## config.mk

```make
export PLATFORM = sky130hd
export DESIGN_NAME = imem_loader
export DESIGN_NICKNAME = d
export VERILOG_FILES = /design/src/rtl/imem_loader.sv
export SDC_FILE = /design/constraint.sdc
export NUM_CORES = 1
export LEC_CHECK = 0
export CORE_ASPECT_RATIO = 0.5
export CORE_UTILIZATION = 60
export CTS_BUF_LIST = sky130_fd_sc_hd__clkbuf_16
export CTS_CLUSTER_DIAMETER = 60
export DETAILED_ROUTE_END_ITERATION = 8
export PLACE_DENSITY = 0.87
export SLEW_MARGIN = 20
export SYNTH_ARGS = -nofsm -noshare
export SYNTH_HDL_FRONTEND = slang
export SYNTH_SLANG_ARGS = --single-unit
```

## constraint.sdc

```tcl
create_clock -name clk -period 4.9 [get_ports clk]
set_clock_uncertainty 0.05 [all_clocks]
set_input_delay 1.47 -clock clk [delete_from_list [all_inputs] [get_ports clk]]
set_output_delay 1.47 -clock clk [all_outputs]
set_load 0.01 [all_outputs]
```

## src/rtl/imem_loader.sv

```systemverilog
// imem_loader: boot-time program loader.
//
// Receives a byte stream (4-byte little-endian word count N, N little-endian
// 32-bit instruction words, 1 XOR checksum byte) and writes each assembled
// word to consecutive word addresses starting at base_addr. The CPU is held
// in reset (cpu_rst_n=0) until a complete image with a matching checksum has
// been written.
//
// Handshake: a byte transfers on a rising edge where in_valid && in_ready.
// in_valid may drop at any time and simply stalls the loader; in_ready is a
// pure function of state (and rst) and never depends on in_valid. The memory
// write port has no backpressure, so in_ready stays high throughout DATA.
//
// dbg_state exposes the FSM state encoding for observation only.

module imem_loader #(
    parameter int                    addr_width = 32,
    parameter int                    data_width = 32,
    parameter logic [addr_width-1:0] base_addr  = '0,
    parameter int                    max_words  = 1024
) (
    input  logic                  clk,
    input  logic                  rst,
    input  logic                  in_valid,
    input  logic [7:0]            in_data,
    output logic                  in_ready,
    input  logic                  start,
    output logic                  wr_en,
    output logic [addr_width-1:0] wr_addr,
    output logic [data_width-1:0] wr_data,
    output logic                  cpu_rst_n,
    output logic                  done,
    output logic                  error,
    output logic [2:0]            dbg_state
);

    typedef enum logic [2:0] {
        S_COUNT = 3'd0,
        S_DATA  = 3'd1,
        S_CSUM  = 3'd2,
        S_DONE  = 3'd3,
        S_ERR   = 3'd4
    } state_t;

    state_t                state;
    state_t                state_next;
    logic [1:0]            byte_cnt;
    logic [31:0]           word_cnt;
    logic [31:0]           count_n;
    logic [23:0]           word_sh;
    logic [7:0]            run_xor;
    logic [addr_width-1:0] next_addr;

    logic                  accept;
    logic                  last_byte;
    logic                  issue_write;
    logic                  enter_count;
    logic [31:0]           count_full;
    logic [31:0]           word_full;

    // The count and the word shift in LSB first, so the value completed by
    // the current byte is the incoming byte on top of the bytes held so far.
    assign count_full = {in_data, count_n[31:8]};
    assign word_full  = {in_data, word_sh};
    assign accept     = in_valid && in_ready;
    assign last_byte  = (byte_cnt == 2'd3);
    assign dbg_state  = state;

    // Ready whenever the loader is consuming stream bytes; forced low in reset.
    always_comb begin
        in_ready = 1'b0;
        if (!rst) begin
            in_ready = (state == S_COUNT) || (state == S_DATA) || (state == S_CSUM);
        end
    end

    // Next-state logic plus the per-cycle write and re-arm decisions.
    always_comb begin
        state_next  = state;
        issue_write = 1'b0;
        enter_count = 1'b0;
        case (state)
            S_COUNT: begin
                if (accept && last_byte) begin
                    if (count_full > 32'(max_words)) begin
                        state_next = S_ERR;
                    end else if (count_full == 32'd0) begin
                        state_next = S_CSUM;
                    end else begin
                        state_next = S_DATA;
                    end
                end
            end
            S_DATA: begin
                if (accept && last_byte) begin
                    issue_write = 1'b1;
                    if ((word_cnt + 32'd1) == count_n) begin
                        state_next = S_CSUM;
                    end
                end
            end
            S_CSUM: begin
                if (accept) begin
                    state_next = (in_data == run_xor) ? S_DONE : S_ERR;
                end
            end
            S_DONE, S_ERR: begin
                if (start) begin
                    state_next  = S_COUNT;
                    enter_count = 1'b1;
                end
            end
            default: begin
                state_next = S_COUNT;
            end
        endcase
    end

    // State register; status outputs are registered from the next state so
    // they change on the same edge as the state itself.
    always_ff @(posedge clk) begin
        if (rst) begin
            state     <= S_COUNT;
            done      <= 1'b0;
            error     <= 1'b0;
            cpu_rst_n <= 1'b0;
            wr_en     <= 1'b0;
        end else begin
            state     <= state_next;
            done      <= (state_next == S_DONE);
            error     <= (state_next == S_ERR);
            cpu_rst_n <= (state_next == S_DONE);
            wr_en     <= issue_write;
        end
    end

    // Datapath: byte assembly, running checksum, counters and write port.
    always_ff @(posedge clk) begin
        if (rst) begin
            byte_cnt  <= 2'd0;
            word_cnt  <= 32'd0;
            count_n   <= 32'd0;
            word_sh   <= 24'd0;
            run_xor   <= 8'd0;
            next_addr <= base_addr;
            wr_addr   <= base_addr;
            wr_data   <= '0;
        end else if (enter_count) begin
            byte_cnt  <= 2'd0;
            word_cnt  <= 32'd0;
            count_n   <= 32'd0;
            word_sh   <= 24'd0;
            run_xor   <= 8'd0;
            next_addr <= base_addr;
        end else if (accept) begin
            run_xor  <= run_xor ^ in_data;
            byte_cnt <= byte_cnt + 2'd1;
            if (state == S_COUNT) begin
                count_n <= count_full;
            end
            if (state == S_DATA) begin
                word_sh <= word_full[31:8];
                if (last_byte) begin
                    word_cnt  <= word_cnt + 32'd1;
                    next_addr <= next_addr + addr_width'(4);
                    wr_addr   <= next_addr;
                    wr_data   <= word_full;
                end
            end
        end
    end

endmodule
```

* Yosys cells after proc, flatten, opt, wreduce, memory -nomap -nowiden
Index checks and enable logic that the tools add are counted.
Widths: inputs -> output; s select.
** Operators by class
- Add/sub/neg operators :: 3
- $lt $le $gt $ge :: 1
- Reductions and logical operators :: 13
- Equality and inequality tests :: 9
- Bitwise operators :: 3
- Muxes and demuxes :: 13
** Operators by type and width (number)
- $add 32x1->32 const B :: 1
- $add 32x3->32 const B :: 1
- $eq 32x32->1 :: 1
- $gt 32x11->1 const B :: 1
- $logic_not 32->1 :: 1
- $mux 3 :: 7
- $pmux 3 s4 :: 1
- $eq 3x2->1 const B :: 3
- $eq 8x8->1 :: 1
- $xor 8x8->8 :: 1
- $eq 3x3->1 const B :: 2
- $reduce_or 2->1 :: 3
- $mux 1 :: 4
- $reduce_and 2->1 :: 2
- $reduce_and 4->1 :: 1
- $eq 3x1->1 const B :: 1
- $logic_not 3->1 :: 1
- $reduce_and 3->1 :: 1
- $add 2x1->2 const B :: 1
- $eq 2x2->1 const B :: 1
- $logic_and 1x1->1 :: 2
- $logic_or 1x1->1 :: 2
- $mux 2 :: 1
- $not 1->1 :: 2
** Word-level totals
- Output and inout bits :: 72
- Flip-flop bits (word level) :: 200
- Input port bits :: 12
- Word-level logic and storage cells :: 54

* Longest topological paths before layout
- Depth in word-level cells :: 9
- Mapped depth :: 10
- Gate-level depth less buffers :: 9

* Least setup slack after synthesis
Ideal clock, no wire load.
- Kind :: input -> output
- Start :: input rst
- End :: output in_ready
- Required time :: 3380 ps
- Path slack :: 1449 ps
- Stages :: 1
- Arrival :: 1931 ps
- Path through :: a211oi_1
** On the way
- Longest elaborated chain between the ends :: 1
** RTL lines
- start, declared :: RTL line 23 : input logic rst,
- $mux 1 :: RTL line 72 : if (!rst) begin
- end, declared :: RTL line 26 : output logic in_ready,
No other way between the ends.

* Worst setup path after layout
Same ends and word-level chain as after synthesis.

==> impl_results.md <==
- Outcome: complete, no violations
- Final Cell Area: a little over 0.01 mm2
- Clk root buf: clkbuf_16
- Routability cong.: between 0.9 and 1
- RSZ-0062 raised after global routing: false
- Post-synthesis average cell area: slightly above 8 um2
- Fin crit share: a little under nine tenths
- Worst VDD drop: ~190 uV
- Wire length per cell: 16.48 um
- Remaining antenna violation count: 0
- Antenna violations before repair: 0
- Nets@finish: around 1200
- Port bufs: just over 80
- Crit end category: output port
- Routed Wire Length: between 20 and 25 mm
- Largest net degree at the start of global routing: 73
- Dominant synthesized flop cell: dfxtp_1
- Die W: between 150 and 200 um
- Post-synth EDFFs: 0
- Hold_buf cts: 0
- Top post-synthesis cells by count: 291 x nand2_1, 196 x dfxtp_1, 139 x a21oi_1
- Total gr overflow: 0
- Sequential share of the synthesized area: 43.39%
- FILL cells: around 1100
- Crit path DAT: about 2.7 ns
- CTS max path bufs: 2
- Yosys warnings: 0
- Detailed placer's ending HPWL: ~15 mm
- Final Critical Period: around 4.2 ns
- # setup viols final: 0
- # diodes: 0
- Placed Cells: between 1000 and 1500
- Vias in the first global route: ~7300
- Hold Startpoint: wr_addr[20]$_SDFFE_PP0P_
- Top cells by area, synth: dfxtp_1 43%, nand2_1 12%, a21oi_1 7.7%, xor2_1 5.6%, xnor2_1 4.6%
- Setup TNS: 0 ns
- Relative slew slack: 24.44%
- Power Density: 303.7 mW/mm2
- Count of pins over their slew limit: 0
- Initial core utilization: between 60% and 70%
- WP data required: between 3 and 4 ns
- Leak: around 3.5 nW
- DRT Pass-1 Iters: 6
- Worst slew pin tran: roughly 1.1 ns
- Row cnt: 31
- Via count: roughly 8100
- DRT iter0 DRCs: 918
- Crit Path Class: input pin to output port
- Layout cell share with drive strength beyond 1: roughly 5.7%
- Core area: approximately 0.015 mm2
- Crit path max fanout: 4
- Worst hold-check path type: flip-flop to flip-flop
- Worst setup SP type: input pin
- Maxcap violations: 0
- IO Count: 84
- Clk slew on worst S/H paths: ~0.08 ns
- Area share of the largest cell type after synthesis: 43.39%
- Worst setup path start: rst
- CTS Buf Count: 17
- Async set or reset register ratio after synthesis: 0%
- Via density: between 5 and 6
- Synth Register Bits: between 150 and 200
- Clock Latency Late Sink: 0.44 ns
- Full die area: around 0.016 mm2
- P&R area growth vs syn: 13.89%
- Post-CTS sizing: 0
- Non-Filler Instances: about 1400
- # H-tree levels: 4
- Reg2reg start: word_cnt[3]$_SDFFE_PP0P_
- Mapped Cells: 1120
- Post-DP Area: 0.009692 mm2
- Post-synth top area cell: dfxtp_1
- Global-route wire length before repair: 36.36 mm
- Final Hold Vio Count: 0
- Die height: 88.81 um
- GRT Overall Usage: slightly below 30%
- Post-Syn Area: between 0.009 and 0.01 mm2
- Number of clock sinks: 196
- Postcts setup bufs: 0
- CTS tree: built
- Cell with the most instances after synthesis: nand2_1
- Post-route DRC: 0
- Max Clk Rate: between 200 and 250 MHz
- Count of different cell masters after synthesis: slightly below 80
## cells in the final DEF, fill, tap and decap left out, types with 3 or more instances in the layout
cell type	n
nor2_1	74
nand2_1	291
inv_1	8
clkdlybuf4s50_1	80
a31oi_1	6
and4_1	7
nand2b_1	6
nand4_1	21
nor4_1	23
or3_1	20
xor2_1	58
a21oi_1	139
nor3_1	10
and2_1	5
o21ai_0	20
clkbuf_16	17
clkinv_8	5
nor4b_1	4
clkinv_4	3
xnor2_1	47
inv_8	4
buf_4	4
dfxtp_1	196
and3_1	14
nand3_1	25
a211oi_1	6
ha_1	3
## flip-flops by register name (all words and copies together) (netlist names), 3 cells and up
register,count
dbg_state,3
count_n,32
wr_data,32
next_addr,30
wr_addr,30
word_sh,24
run_xor,8
word_cnt,32
## where the power goes
group / total (mW) / switching [mW] / leakage [nW] / internal [mW]
Combinational: 0.106 / 0.0702 / 1.58 / 0.0356
Clock: 1.41 / 0.714 / 0.294 / 0.695
Sequential: 1.61 / 0.0124 / 1.58 / 1.60
Total: 3.13 / 0.796 / 3.45 / 2.33
## worst max-delay path, cell delays in order
cell             delay (ns)
buf_2                  0.14
a211oi_1               0.42
clkdlybuf4s50_1        0.62
## worst paths after layout
check / endpoint / cells past startpoint / slack [ns]
max: in_ready / 3 / 0.72
max reg2reg: dbg_state[0]$_SDFF_PP0_ / 8 / 1.23
min reg2reg: wr_addr[20]$_SDFFE_PP0P_ / 2 / 0.41
min: wr_addr[20]$_SDFFE_PP0P_ / 2 / 0.41
## cells by family (layout without fill, tap and decap cells)
| kind of cell | after synthesis | after routing | share of synthesized area [%] |
|---|---|---|---|
| XOR/XNOR | 105 | 105 | 10.17 |
| buffers and inverters | 84 | 127 | 5.687 |
| AO/OA/AOI/OAI | 195 | 195 | 12.11 |
| other | 1 | 2 | 0.04147 |
| flip-flops | 196 | 196 | 43.39 |
| multiplexers | 1 | 1 | 0.1245 |
| AND/OR/NAND/NOR | 535 | 535 | 28.06 |
| adder cells (fa/ha/maj) | 3 | 3 | 0.4152 |
## layer usage
metal	part of all wire (%)	wire length, um	vias to the layer above	global-route usage [%]
met2	46	10390	367	47.97
li1	-	-	3846	-
met3	7.5	1678	48	5.928
met1	44	9924	3790	38.64
met5	0	0	-	0
met4	2.0	457	0	10.67
## through the flow
stage	worst slack (ns)	util (%)	hold WS, ns	total power, mW
final	0.7185	70.62	0.4060	3.128
after global routing	0.7014	70.62	0.4143	3.217
after CTS	0.7812	70.62	0.4034	3.136
after detailed placement	0.6873	66.46	0.3943	1.753
after global placement	0.8210	66.46	0.3913	1.749
after floorplan	1.449	-	0.3821	1.716
## area by class of cell
cell class	instances	area [um2]	area share, %
inverters	9	33.78	0.3280
clock inverters	15	181.4	1.762
flip-flops and latches	196	3924	38.10
repair buffers	86	855.8	8.310
multi-input cells	841	4631	44.96
clock buffers	17	425.4	4.131
well taps	198	247.7	2.406
Note: power is estimated with default switching activity, not from simulation.
==> RTL change 1: new RTL, config.mk and constraints unchanged <==
The parameter `addr_width` goes from 32 to 28.
--- a/src/rtl/imem_loader.sv
+++ b/src/rtl/imem_loader.sv
@@ -14,7 +14,7 @@
 // dbg_state exposes the FSM state encoding for observation only.
 
 module imem_loader #(
-    parameter int                    addr_width = 32,
+    parameter int                    addr_width = 28,
     parameter int                    data_width = 32,
     parameter logic [addr_width-1:0] base_addr  = '0,
     parameter int                    max_words  = 1024
Interface: changed (resized wr_addr); port bits go from 84 to 80. No check against the original RTL was run, so the function may have changed too.
==> RTL change 1 against the original RTL <==
- synthesized area decreased by 6.3%
- global-route usage is 0.77 points higher
- count of clock-buffer cells in the layout did not move
- synthesized cell count fell by 3.0%
- non-clock buffer count fell by 1
- critical endpoint unchanged
- final cell count shrank 3.3%
- wire length fell by 3.5%
- core utilization rose by 1.4 points
- power fell by 2.8%
- sequential cell count is 8 lower
- cell area is 4.5% lower
- worst setup slack worse by 0.042 ns
==> RTL change 1: results (changes against the original RTL) <==
Worst-margin pin slew = 1.00 ns (-0.119 ns)
Largest regs = count_n: 32 flops, word_cnt: 32 flops, wr_data: 32 flops
VDD IR-drop max = 0.000194 V (+1.3%)
WL final = 21700 um (-3.5%)
Fin Hold WS = 0.405 ns (-0.000877 ns)
Average size of a mapped cell = 7.80 um2 (-3.4%)
Clk_lat worst skew = 0.45 ns
Number of global-route vias before repair = 7245 (-0.79%)
Share of post-route cells with drive strength above 1 = 4.44% (-1.2 points)
Main area contributors after synthesis = dfxtp_1 (44%), nand2_1 (13%), a21oi_1 (7.8%)
Root Driver = clkbuf_16
Hold worst-path end = wr_data[0]
Seq/Total Area, Yosys = 44.4% (+1.0 points)
Worst r2r src = word_cnt[9]
Outcome = finished clean
Antenna fix cells = 0 (unchanged)
Worst hold path class = register to register
Critical path's largest stage delay = 0.63 ns
Worst slack, placed = 0.672 ns (-0.0150 ns)
Synth warn = 0 (unchanged)
R2R depth = 8 (unchanged)
Number of fill cells in the layout = 1014 (-9.3%)
Final Util = 72.0% (+1.4 points)
Hold_sp = wr_data[0]
Max-cap viol count = 0 (unchanged)
Setup repair bufs after CTS = 0 (unchanged)
Worst path slowest cell = clkdlybuf4s50_1
Avg WL per Cell = 16.4 um (-0.21%)
Clk slew on worst S/H paths = 0.07 ns
Initial antenna violation count = 0 (unchanged)
Commonest cells in the netlist = nand2_1 (283), dfxtp_1 (188), a21oi_1 (132)
WP data arrival = 2.70 ns (+0.04 ns)
Worst reg-to-reg setup slack = 1.19 ns (-0.04 ns)
Largest delay share family, worst path = buffers and inverters
Vias after detailed routing = 7834 (-2.7%)
P_leak = 3.27 nW (-5.3%)
Worst Slack Setup Final = 0.676 ns (-0.0422 ns)
Initial drt markers = 788 (-14%)
Global-route usage over all layers = 30.0% (+0.77 points)
GP Congestion = 0.951 (+0.32%)
Number of port buffers = 77 (-4.9%)
Dpl cells = 1285 (-3.4%)
Pin count of the biggest net entering global routing = 75 (+2.7%)
First drt pass iteration count = 7 (+1)
CTS Buf Count = 17 (unchanged)
Unique masters post-synth = 60 (-22%)
First-pass GRT wire length = 35000 um (-3.8%)
Internal power = 0.00226 W (-3.1%)
DP HPWL = 14100 um (-4.3%)
Placed inst area = 9230 um2 (-4.7%)
[RTL change 1: changes by cell type in the layout (fill, tap and decap cells not counted), sizes merged, moves of 6 or more]
cell / delta
mux2i: +6
or3: -8
nand2: -8
dfxtp: -8
a21oi: -7
nor2: +8
xnor2: -7
nor4: -6
and2: -6
[RTL change 1: logic make-up after synthesis]
kind of cell / Yosys count / synth area share [%]
AOI/OAI and AO/OA: 185 / 12.2
xor gates and xnor gates: 99 / 10.2
adders and majority gates: 3 / 0.443
buffers and inverters: 87 / 4.28
DFF: 188 / 44.4
muxes: 6 / 0.709
other: 1 / 0.0443
and+or+nand+nor: 517 / 27.6
[RTL change 1: power groups by stage]
stage | clock, W | sequential, W | combinational (W)
2_1_floorplan | 0 | 0.00158 | 0.0000664
3_3_place_gp | 0 | 0.00158 | 0.0000962
3_5_place_dp | 0 | 0.00158 | 0.0000984
4_1_cts | 0.00140 | 0.00155 | 0.0000989
5_1_grt | 0.00146 | 0.00155 | 0.000109
6_report | 0.00139 | 0.00155 | 0.000100
[RTL change 1: worst max-delay path by stage]
stage / from / endpoint
6_report: rst / in_ready
3_5_place_dp: rst / in_ready
4_1_cts: rst / in_ready
3_3_place_gp: rst / in_ready
5_1_grt: rst / in_ready
2_1_floorplan: rst / in_ready
[RTL change 1: final cells by class]
type / count / share of cell area, %
repair buffers: 85 / 8.52
flip-flops and latches: 188 / 38.3
clock buffers: 17 / 4.33
clock inverters: 15 / 1.79
well taps: 192 / 2.44
inverters: 8 / 0.305
multi-input cells: 812 / 44.3
[RTL change 1: layer usage]
metal,wire length (um),vias up,global-route usage (%)
met5,0,-,0
met1,9170,3760,37.6
met4,286,0,11.0
li1,-,3710,-
met2,10600,332,52.0
met3,1650,32,5.49
==> RTL change 2: new RTL, same settings <==
Made on the original files. Reset style: asynchronous (`rst`), changed in 2 clocked blocks.
--- a/src/rtl/imem_loader.sv
+++ b/src/rtl/imem_loader.sv
@@ -118,7 +118,7 @@
 
     // State register; status outputs are registered from the next state so
     // they change on the same edge as the state itself.
-    always_ff @(posedge clk) begin
+    always_ff @(posedge clk or posedge rst) begin
         if (rst) begin
             state     <= S_COUNT;
             done      <= 1'b0;
@@ -135,7 +135,7 @@
     end
 
     // Datapath: byte assembly, running checksum, counters and write port.
-    always_ff @(posedge clk) begin
+    always_ff @(posedge clk or posedge rst) begin
         if (rst) begin
             byte_cnt  <= 2'd0;
             word_cnt  <= 32'd0;
Check against the original RTL: not equivalent (Yosys sat finds a counterexample within 10 cycles, from zero or initial values and one cycle with rst high; the reset may be asserted at any time).
==> RTL change 2 against the original RTL <==
- wire length is 9.2% higher
- via count is 3.3% higher
- worst setup slack worse by 0.14 ns
- worst hold slack better by 0.020 ns
- sequential cell count stayed put
- cell area is 7.8% higher
- final cell count is 0.88% lower
- critical path depth stayed put
- first-iteration DRC count is 0.22% higher
- synthesized area is 5.1% higher
- critical path type unchanged
- critical endpoint unchanged
Power is not compared: it rests on default switching activity, and its combinational part moved more than twofold at a synthesized area within 25%.
==> RTL change 2: results (changes against the original RTL) <==
Share of post-route cells with drive strength above 1 = 5.50% (-0.17 points)
Outcome = finished clean
Clk_lat worst skew = 0.44 ns (about the same)
Avg WL per Cell = 18.2 um (+10%)
GR Util met1 = 41.5% (+2.9 points)
Post-layout nets = 1148 (-1.5%)
Met2 Use GR = 51.8% (+3.8 points)
Setup repair bufs after CTS = 0 (unchanged)
Sequential cell area = 4900 um2 (+25%)
Critical path's largest stage delay = 0.57 ns (-0.05 ns)
Sequential power share = 47.9%
Number of global-route vias before repair = 8172 (+12%)
Compound-Gate Fraction of Synth Area = 11.1% (-0.97 points)
GR Util met3 = 6.42% (+0.49 points)
First-pass GRT wire length = 40800 um (+12%)
Commonest cells in the netlist = nand2_1 (328), dfrtp_1 (196), o21ai_0 (70)
Multi-input gate share of total cell area = 38.8% (-6.2 points)
Post-Synth XOR/XNOR Area = 7.19% (-3.0 points)
P_leak = 5.16 nW
Data buffer area share = 8.52% (+0.21 points)
DP HPWL = 15600 um (+6.0%)
Number of non-clock buffers = 94 (+9.3%)
Max FO, Critical Path = 3 (-1)
Global-route usage over all layers = 31.4% (+2.2 points)
CTS Buf Count = 17 (unchanged)
Met1 Wirelength = 10200 um (+3.2%)
Number of port buffers = 81 (unchanged)
Vias after detailed routing = 8315 (+3.3%)
Main area contributors after synthesis = dfrtp_1 (52%), nand2_1 (13%), xnor2_1 (3.8%)
Placed inst area = 10500 um2 (+7.9%)
Adder-Cell Fraction of Synth Area = 0.395% (-0.020 points)
Worst slack, placed = 0.574 ns (-0.113 ns)
Post-synthesis mux area share = 0.316% (+0.19 points)
Worst-margin pin slew = 1.02 ns (-0.101 ns)
Top layer in use = met4
Clock Network Area Fraction = 5.81% (-0.079 points)
WL met2 = 11900 um (+14%)
Inverter count = 12 (+3)
GP Congestion = 0.915 (-3.5%)
Pin count of the biggest net entering global routing = 108 (+48%)
Post-DR vias/cell = 6.16 (+4.2%)
Final Util = 71.9% (+1.2 points)
Average size of a mapped cell = 8.74 um2 (+8.3%)
Ys flop type = dfrtp_1
WP data arrival = 2.80 ns (+0.14 ns)
Clk slew on worst S/H paths = 0.08 ns (about the same)
Routed wl met3 = 1860 um (+11%)
Initial drt markers = 920 (+0.22%)
VDD IR-drop max = 0.000235 V
Post-synth ARST share = 100% (+100 points)
Number of fill cells in the layout = 1085 (-3.0%)
Seq/Total Area, Yosys = 51.6% (+8.2 points)
Total core area = 15500 um2 (+6.0%)
Largest regs = count_n: 32 flops, word_cnt: 32 flops, wr_data: 32 flops
First drt pass iteration count = 8 (+2)
Dpl cells = 1318 (-0.90%)
Multi-input gates = 812 (-3.4%)
Unique masters post-synth = 58 (-25%)
## RTL change 2: cell count changes in the layout (fill, tap and decap cells not counted), sizes merged, moves of 11 or more
cell / delta
a21oi: -95
a22o: +18
dfrtp: +196
dfxtp: -196
nand2: +37
nand3: +24
nor2: -13
o21ai: +52
o31ai: +11
or3: -12
xor2: -21
## RTL change 2: worst paths after layout
kind / depth (start not counted) / to / from / slack, ns
min in group asynchronous: 2 / run_xor[6] / rst / 1.36
min reg2reg: 2 / wr_addr[15] / wr_addr[15] / 0.43
max reg2reg: 8 / dbg_state[0] / word_cnt[0] / 1.54
max in group asynchronous: 3 / word_cnt[1] / rst / 2.56
max: 3 / in_ready / rst / 0.58
min: 2 / wr_addr[15] / wr_addr[15] / 0.43
## RTL change 2: worst min-delay path, stage by stage (launching register included)
cell	delay (ns)
dfrtp_1	0.34
nand2_1	0.05
nand2_1	0.05
